$ cat config.mk
export PLATFORM = sky130hd
export DESIGN_NAME = scalar_fetch_sequencer
export DESIGN_NICKNAME = d
export VERILOG_FILES = /design/src/rtl/scalar_fetch_sequencer.sv
export SDC_FILE = /design/constraint.sdc
export NUM_CORES = 1
export LEC_CHECK = 0
export BUFFER_PORTS_ARGS = -buffer_cell sky130_fd_sc_hd__buf_2
export CAP_MARGIN = 0
export CORE_AREA = 5 5 76 78
export DETAILED_ROUTE_END_ITERATION = 12
export DIE_AREA = 0 0 81 83
export PLACE_DENSITY = 0.78
export SKIP_LAST_GASP = 1
export SLEW_MARGIN = 10
export SYNTH_ARGS = -nofsm -noshare
export SYNTH_HDL_FRONTEND = slang
export SYNTH_SLANG_ARGS = --single-unit
$ cat constraint.sdc
create_clock -name clock -period 1.8 [get_ports clock]
set_clock_uncertainty 0.1 [all_clocks]
set_input_delay 0.18 -clock clock [delete_from_list [all_inputs] [get_ports clock]]
set_output_delay 0.18 -clock clock [all_outputs]
set_load 0.005 [all_outputs]
$ cat src/rtl/scalar_fetch_sequencer.sv
// Scalar fetch sequencer: drives PC set/increment, fetches instructions, and hands them to the decoder.
// Optional fetch-ack watchdog with HALT state enabled by defining FETCH_TIMEOUT_EN.
module scalar_fetch_sequencer #(
    parameter int unsigned PC_W        = 8,
    parameter int unsigned TIMEOUT_CYC = 16
) (
    input  logic            clock,
    input  logic            reset_n,
    input  logic            start,
    input  logic [PC_W-1:0] start_pc,
    input  logic [PC_W-1:0] pc_value,
    output logic            set_pc,
    output logic [PC_W-1:0] pc_load,
    output logic            inc_pc,
    output logic            imem_req,
    output logic [PC_W-1:0] imem_addr,
    input  logic            imem_ack,
    input  logic [31:0]     imem_data,
    output logic            instr_valid,
    output logic [31:0]     instr_out,
    input  logic            instr_ready,
    input  logic            ctrl_flow,
    input  logic            endpgm,
    input  logic            branch_valid,
    input  logic            branch_taken,
    input  logic [PC_W-1:0] branch_target,
    output logic            busy,
    output logic            done,
    output logic            error
);

`ifdef FETCH_TIMEOUT_EN
    typedef enum logic [2:0] {IDLE, LOAD, FETCH, ISSUE, BRANCH, DONE, HALT} state_t;
`else
    typedef enum logic [2:0] {IDLE, LOAD, FETCH, ISSUE, BRANCH, DONE} state_t;
`endif

    state_t          state;
    logic [PC_W-1:0] start_pc_q;
    logic            issue_hs;
    logic            br_resolve;
    logic            unused_target_lsbs;

    assign issue_hs           = instr_valid && instr_ready;
    assign br_resolve         = (state == BRANCH) && branch_valid;
    assign unused_target_lsbs = ^branch_target[1:0];

    // PC control must react to handshake/resolution in the same cycle, so it is decoded
    // from the registered state; imem_addr tracks the external counter directly.
    always_comb begin
        set_pc  = 1'b0;
        inc_pc  = 1'b0;
        pc_load = '0;
        if (state == LOAD) begin
            set_pc  = 1'b1;
            pc_load = start_pc_q;
        end else if (br_resolve && branch_taken) begin
            set_pc  = 1'b1;
            pc_load = {branch_target[PC_W-1:2], 2'b00};
        end else if (br_resolve) begin
            inc_pc  = 1'b1;
        end else if (issue_hs && !endpgm && !ctrl_flow) begin
            inc_pc  = 1'b1;
        end
    end

    assign imem_addr = imem_req ? pc_value : '0;

`ifdef FETCH_TIMEOUT_EN
    localparam int unsigned CNT_W = $clog2(TIMEOUT_CYC + 1);

    logic [CNT_W-1:0] fetch_cnt;
    logic             fetch_expired;

    assign fetch_expired = (fetch_cnt == CNT_W'(TIMEOUT_CYC - 1));

    // Counts consecutive un-acked FETCH cycles; any non-FETCH cycle clears it.
    always_ff @(posedge clock) begin
        if (!reset_n || state != FETCH || imem_ack) begin
            fetch_cnt <= '0;
        end else begin
            fetch_cnt <= fetch_cnt + CNT_W'(1);
        end
    end
`else
    localparam int unsigned UNUSED_TIMEOUT_CYC = TIMEOUT_CYC;

    assign error = 1'b0;
`endif

    always_ff @(posedge clock) begin
        if (!reset_n) begin
            state       <= IDLE;
            start_pc_q  <= '0;
            imem_req    <= 1'b0;
            instr_valid <= 1'b0;
            instr_out   <= '0;
            busy        <= 1'b0;
            done        <= 1'b0;
`ifdef FETCH_TIMEOUT_EN
            error       <= 1'b0;
`endif
        end else begin
            done <= 1'b0;
            unique case (state)
                IDLE: begin
                    if (start) begin
                        state      <= LOAD;
                        start_pc_q <= start_pc;
                        busy       <= 1'b1;
`ifdef FETCH_TIMEOUT_EN
                        error      <= 1'b0;
`endif
                    end
                end
                LOAD: begin
                    state    <= FETCH;
                    imem_req <= 1'b1;
                end
                FETCH: begin
                    if (imem_ack) begin
                        state       <= ISSUE;
                        imem_req    <= 1'b0;
                        instr_valid <= 1'b1;
                        instr_out   <= imem_data;
                    end
`ifdef FETCH_TIMEOUT_EN
                    else if (fetch_expired) begin
                        state    <= HALT;
                        imem_req <= 1'b0;
                        error    <= 1'b1;
                    end
`endif
                end
                ISSUE: begin
                    if (instr_ready) begin
                        instr_valid <= 1'b0;
                        if (endpgm) begin
                            state <= DONE;
                            done  <= 1'b1;
                        end else if (ctrl_flow) begin
                            state <= BRANCH;
                        end else begin
                            state    <= FETCH;
                            imem_req <= 1'b1;
                        end
                    end
                end
                BRANCH: begin
                    if (branch_valid) begin
                        state    <= FETCH;
                        imem_req <= 1'b1;
                    end
                end
                DONE: begin
                    state     <= IDLE;
                    busy      <= 1'b0;
                    instr_out <= '0;
                end
`ifdef FETCH_TIMEOUT_EN
                HALT: begin
                    state <= HALT;
                end
`endif
                default: begin
                    state       <= IDLE;
                    imem_req    <= 1'b0;
                    instr_valid <= 1'b0;
                    busy        <= 1'b0;
                end
            endcase
        end
    end

endmodule
== Word level (Yosys, flattened, before mapping) ==
Index checks and enable logic that the tools add are counted.
W data, S select, Z words.
Word-level totals
  flip-flop bits (word level): 47
  latch bits: 0
  bits in writable memories: 0
  ROM bits: 0
  input bits: 65
  output and inout port bits: 55
  memories: 0
Operators by class
  add/sub/neg operators: 0
  multiply operators: 0
  div/mod/pow operators: 0
  magnitude comparators: 0
  equal/unequal tests: 11
  shift operators: 0
  muxes and demuxes: 30
  bitwise operators: 3
  reductions and logical operators: 19
Operators by type and width (count)
  $pmux W32 S2: 1
  $mux W32: 1
  $mux W8: 3
  $mux W3: 6
  $mux W1: 15
  $pmux W3 S5: 1
  $ne A2 B2 Y1 const B: 6
  $reduce_or A4 Y1: 2
  $eq A3 B2 Y1 const B: 2
  $eq A3 B3 Y1 const B: 2
  $reduce_and A2 Y1: 3
  $reduce_and A3 Y1: 2
  $reduce_and A6 Y1: 1
  $logic_and A1 B1 Y1: 5
  $pmux W1 S5: 1
  $reduce_and A4 Y1: 1
  $eq A3 B1 Y1 const B: 1
  $logic_not A3 Y1: 1
  $not A1 Y1: 3
  $pmux W1 S3: 1
  $logic_not A1 Y1: 2
  $pmux W1 S2: 1
  $reduce_bool A2 Y1: 1
  $reduce_or A2 Y1: 1

== Logic depth before layout (Yosys ltp) ==
  depth after elaboration: 7
  mapped depth: 6
  depth with buffers taken out: 4

== Least setup slack after synthesis ==
OpenSTA, ideal clock, no wires.
  path type: flip-flop to flip-flop
  from: register state[2]
  to: register instr_out[10]
  setup time: 0.135 ns
  arrival: 1.177 ns
  data required time: 1.565 ns
  setup slack: 0.388 ns
  cell stages (with the launch flop): 7
  cell sequence: dfxtp_1 > nor4bb_1 > buf_2 > a31oi_4 > buf_6 > a22oi_2 > nor2_2
On the way
  longest elaborated chain between the ends: 3
Ends and longest elaborated chain
  start: declaration: RTL line 38  | state_t state;
  start signal: assignment: RTL line 93  | state <= IDLE;
  start signal: assignment: RTL line 108  | state <= LOAD;
  start signal: assignment: RTL line 117  | state <= FETCH;
  $eq A3 B2 Y1 / $eq A3 B3 Y1 (equally long branches): RTL line 105  | unique case (state)
  $ne A2 B2 Y1 (no line) / $reduce_bool A2 Y1 (equally long branches)
  $reduce_and A2 Y1 (no line)
  end signal: assignment: RTL line 125  | instr_out <= imem_data;
  end: declaration: RTL line 20  | output logic [31:0] instr_out,
Several ways; a longest one is shown, not always the timed one.
A chain may end at the register's enable or synchronous reset.

== Worst setup path after layout ==
  from: register state[2]
  to: output port pc_load[3]
On the way
  longest elaborated chain between the ends: 5
Ends and longest elaborated chain
  $eq A3 B3 Y1: RTL line 45  | assign br_resolve = (state == BRANCH) && branch_valid;
  $logic_and A1 B1 Y1: RTL line 45
  $logic_and A1 B1 Y1: RTL line 57  | end else if (br_resolve && branch_taken) begin
  $mux W8: RTL line 57
  $mux W8 (*): RTL line 54  | if (state == LOAD) begin
  end: declaration: RTL line 13  | output logic [PC_W-1:0] pc_load,
Every way passes the cells marked *; elsewhere a longest branch is shown, timed or not.

==> results.yml <==
outcome:
  outcome: "finished, final reports clean"
yosys:
  synth_commonest_cells: "47 x dfxtp_1, 42 x nand2_1, 22 x a21oi_1, 21 x nor2_2, 20 x a22oi_2"
  yosysSeqAreaShare_pct: 44.08
  synth_top_family_by_area: "compound AO/OA/AOI/OAI gates"
  synthFlopType: "dfxtp_1"
  yosys.area_share.simple_pct: 23.92
  synth_compound_area_share_pct: 25.26
  syn_nets: 298
  yosys.area_share.xor_xnor_pct: 0
  ys_warn_count: 0
  synthTopCellsByArea: "dfxtp_1 44%, a22oi_2 12%, nand2_1 7.4%, nor2_2 6.2%, a21oi_1 5.2%"
  yosysTopAreaCellShare_pct: 44.08
  synthMuxAreaShare_pct: 0.4689
  yosys.area.top_type: "dfxtp_1"
  syn_inst: 233
  ys_ff_latch: 47
  async_flop_share_pct: 0
  syn_avg_cell_area_um2: 9.161
  synth_area_mm2: 0.002135
  synth_edf_count: 0
  synthAdderAreaFrac_pct: 0
  synth_cell_types: 39
  yosysMostFrequentCell: "dfxtp_1"
timing:
  period_share_pct: 94.20
  worstMarginPinSlew_ns: 0.9497
  slew_headroom_pct: 36.49
  min_period_ns: 1.696
  slew_viol_final: 0
  max_freq_ghz: 0.5897
  setup_ws_ns: 0.1043
  timing_hold_violations_final: 0
  setup_viol: 0
setup_path:
  crit_chain: "inv_1 -> and3_2 -> a22o_1 -> buf_2"
  worstSetupStartpointType: "register"
  critical_path_required_ns: 1.52
  critical_path.max_stage_delay_ns: 0.42
  critical_path_class: "register to output port"
  endpoint_kind: "output port"
  cp.arrival_ns: 1.42
  cp_max_fo: 8
  critPathSlowestCell: "dfxtp_4"
clock_tree:
  root_buffer: "clkbuf_8"
  cts_buffers: 5
  clk_path_buf_depth: 2
  cts_tree: "done"
  cts.sinks: 47
  htreeDepth: 2
  cts_setup_buffers: 0
  clock_latency_ns: 0.30
  cts.clk_slew.worst_paths_ns: 0.08
  cts_hold_buf: 0
detailed_routing:
  final_antenna_net_count: 0
  viasPerCell: 4.986
  dr_wl_met3_um: 607
  dr.pass1.iters: 4
  met2WireLength_mm: 2.744
  highest_layer: "met4"
  drtIter0Drc: 60
  wl_per_cell_um: 13.69
  vias: 2089
  drc: 0
  wl_mm: 5.735
  wl_met1_mm: 2.337
global_route:
  gr-usage-all-layers_pct: 16.91
  overflow: 0
  grt_pass1_wl_mm: 9.211
  grt_pass1_vias: 2067
  grt_antenna_before_repair: 0
  grt_max_degree: 34
placement:
  dp_slack_ns: -0.04874
  portBuffers: 116
  dp_hpwl_mm: 4.316
  place_congestion: 0.7783
floorplan:
  io_pins: 120
  dieHeight_um: 83
  core_mm2: 0.005010
  initial_core_util_pct: 42.61
  die_x_um: 81
  fp.dieArea_mm2: 0.006723
  row_count: 26
layout:
  layout-drive-gt1-share_pct: 53.58
  n_fill_cell: 487
  syn2layout_area_growth_pct: 36.81
  fin_nets: 413
  num_antenna_cells: 0
power:
  p_total_w: 0.002352
  power.density_mw_per_mm2: 805.4
  ir_drop_v: 0.0004266
  p_leak_nw: 1.315
hold_path:
  hold_path_class: "primary input to register"
run:
  maxCapViolations: 0
flip-flops by register name, indices dropped and copies added (netlist names):
name,count
instr_out,32
done,1
instr_valid,1
start_pc_q,8
state,3
busy,1
imem_req,1
per-layer routing:
metal	track usage, %	up-vias
li1	-	1039
met1	19.93	957
met2	28.90	86
met3	5.519	7
met4	4.608	0
met5	0	-
layout by cell type, fill, tap and decap left out, types with 3 or more instances in the layout:
master and count:
nand3b_1 3, and2_1 10, a21oi_1 22, a22o_1 6, nor2_1 5, nand2_1 42
dfxtp_1 44, buf_2 116, inv_1 4, clkbuf_8 6, a22oi_2 20, buf_4 7
o21ai_0 4, nor2_2 21, nor3_1 3
critical path: cells and delay by family (launching register included):
| family | cells | cell delay [ns] |
|---|---|---|
| flip-flops | 1 | 0.42 |
| AND/OR/NAND/NOR | 1 | 0.27 |
| buffers and inverters | 2 | 0.18 |
| AO/OA/AOI/OAI | 1 | 0.24 |
metrics by stage:
step                      utilization [%]  hold WS (ns)  area [um2]  setup TNS, ns  std cells
final                               58.29      0.009537        2920              0        419
after global routing                58.29      0.005819        2920      -0.001762        419
after CTS                           57.64      0.002356        2888      -0.003108        418
after detailed placement            55.22        0.3284        2766        -0.1168        410
after global placement              55.22        0.3204        2766              0        410
after floorplan                         -        0.1991        2135              0        233
kinds of logic after synthesis:
group | after synthesis
compound gates | 64
flops | 47
simple gates | 98
other cells | 1
mux | 1
buf+inv | 22
worst paths after layout:
| check | startpoint | to | slack [ns] | cells past startpoint |
|---|---|---|---|---|
| max | state[2]$_SDFFE_PN0P_ | pc_load[3] | 0.10 | 4 |
| min | imem_data[29] | instr_out[29]$_SDFFE_PN0P_ | 0.01 | 3 |
| max reg2reg | state[1]$_SDFFE_PN0P_ | instr_out[24]$_SDFFE_PN0P_ | 0.13 | 4 |
| min reg2reg | instr_out[29]$_SDFFE_PN0P_ | instr_out[29]$_SDFFE_PN0P_ | 0.36 | 2 |
what timing repair did:
item / 4_1_cts / 5_1_grt
gates resized for setup: 2 / 7
gates cloned: 0 / 1
setup endpoints to repair: 19 / 33
pin swaps: 0 / 1
hold endpoints to repair: 0 / 0
where the power goes:
group	internal (W)	switching, W	total [W]
clock	0.000449	0.000348	0.000797
combinational	0.000201	0.000222	0.000423
sequential	0.00109	0.0000408	0.00113
area by class of cell:
type	count	area (um2)	area share, %
clock inverter	2	35.03	1.200
tap	70	87.58	2.999
sequential	47	947.2	32.43
multi-input combinational	165	1105	37.83
timing repair buffer	124	644.4	22.07
clock buffer	6	82.58	2.828
inverter	5	18.77	0.6427
Power figures use the tool's default switching activity.
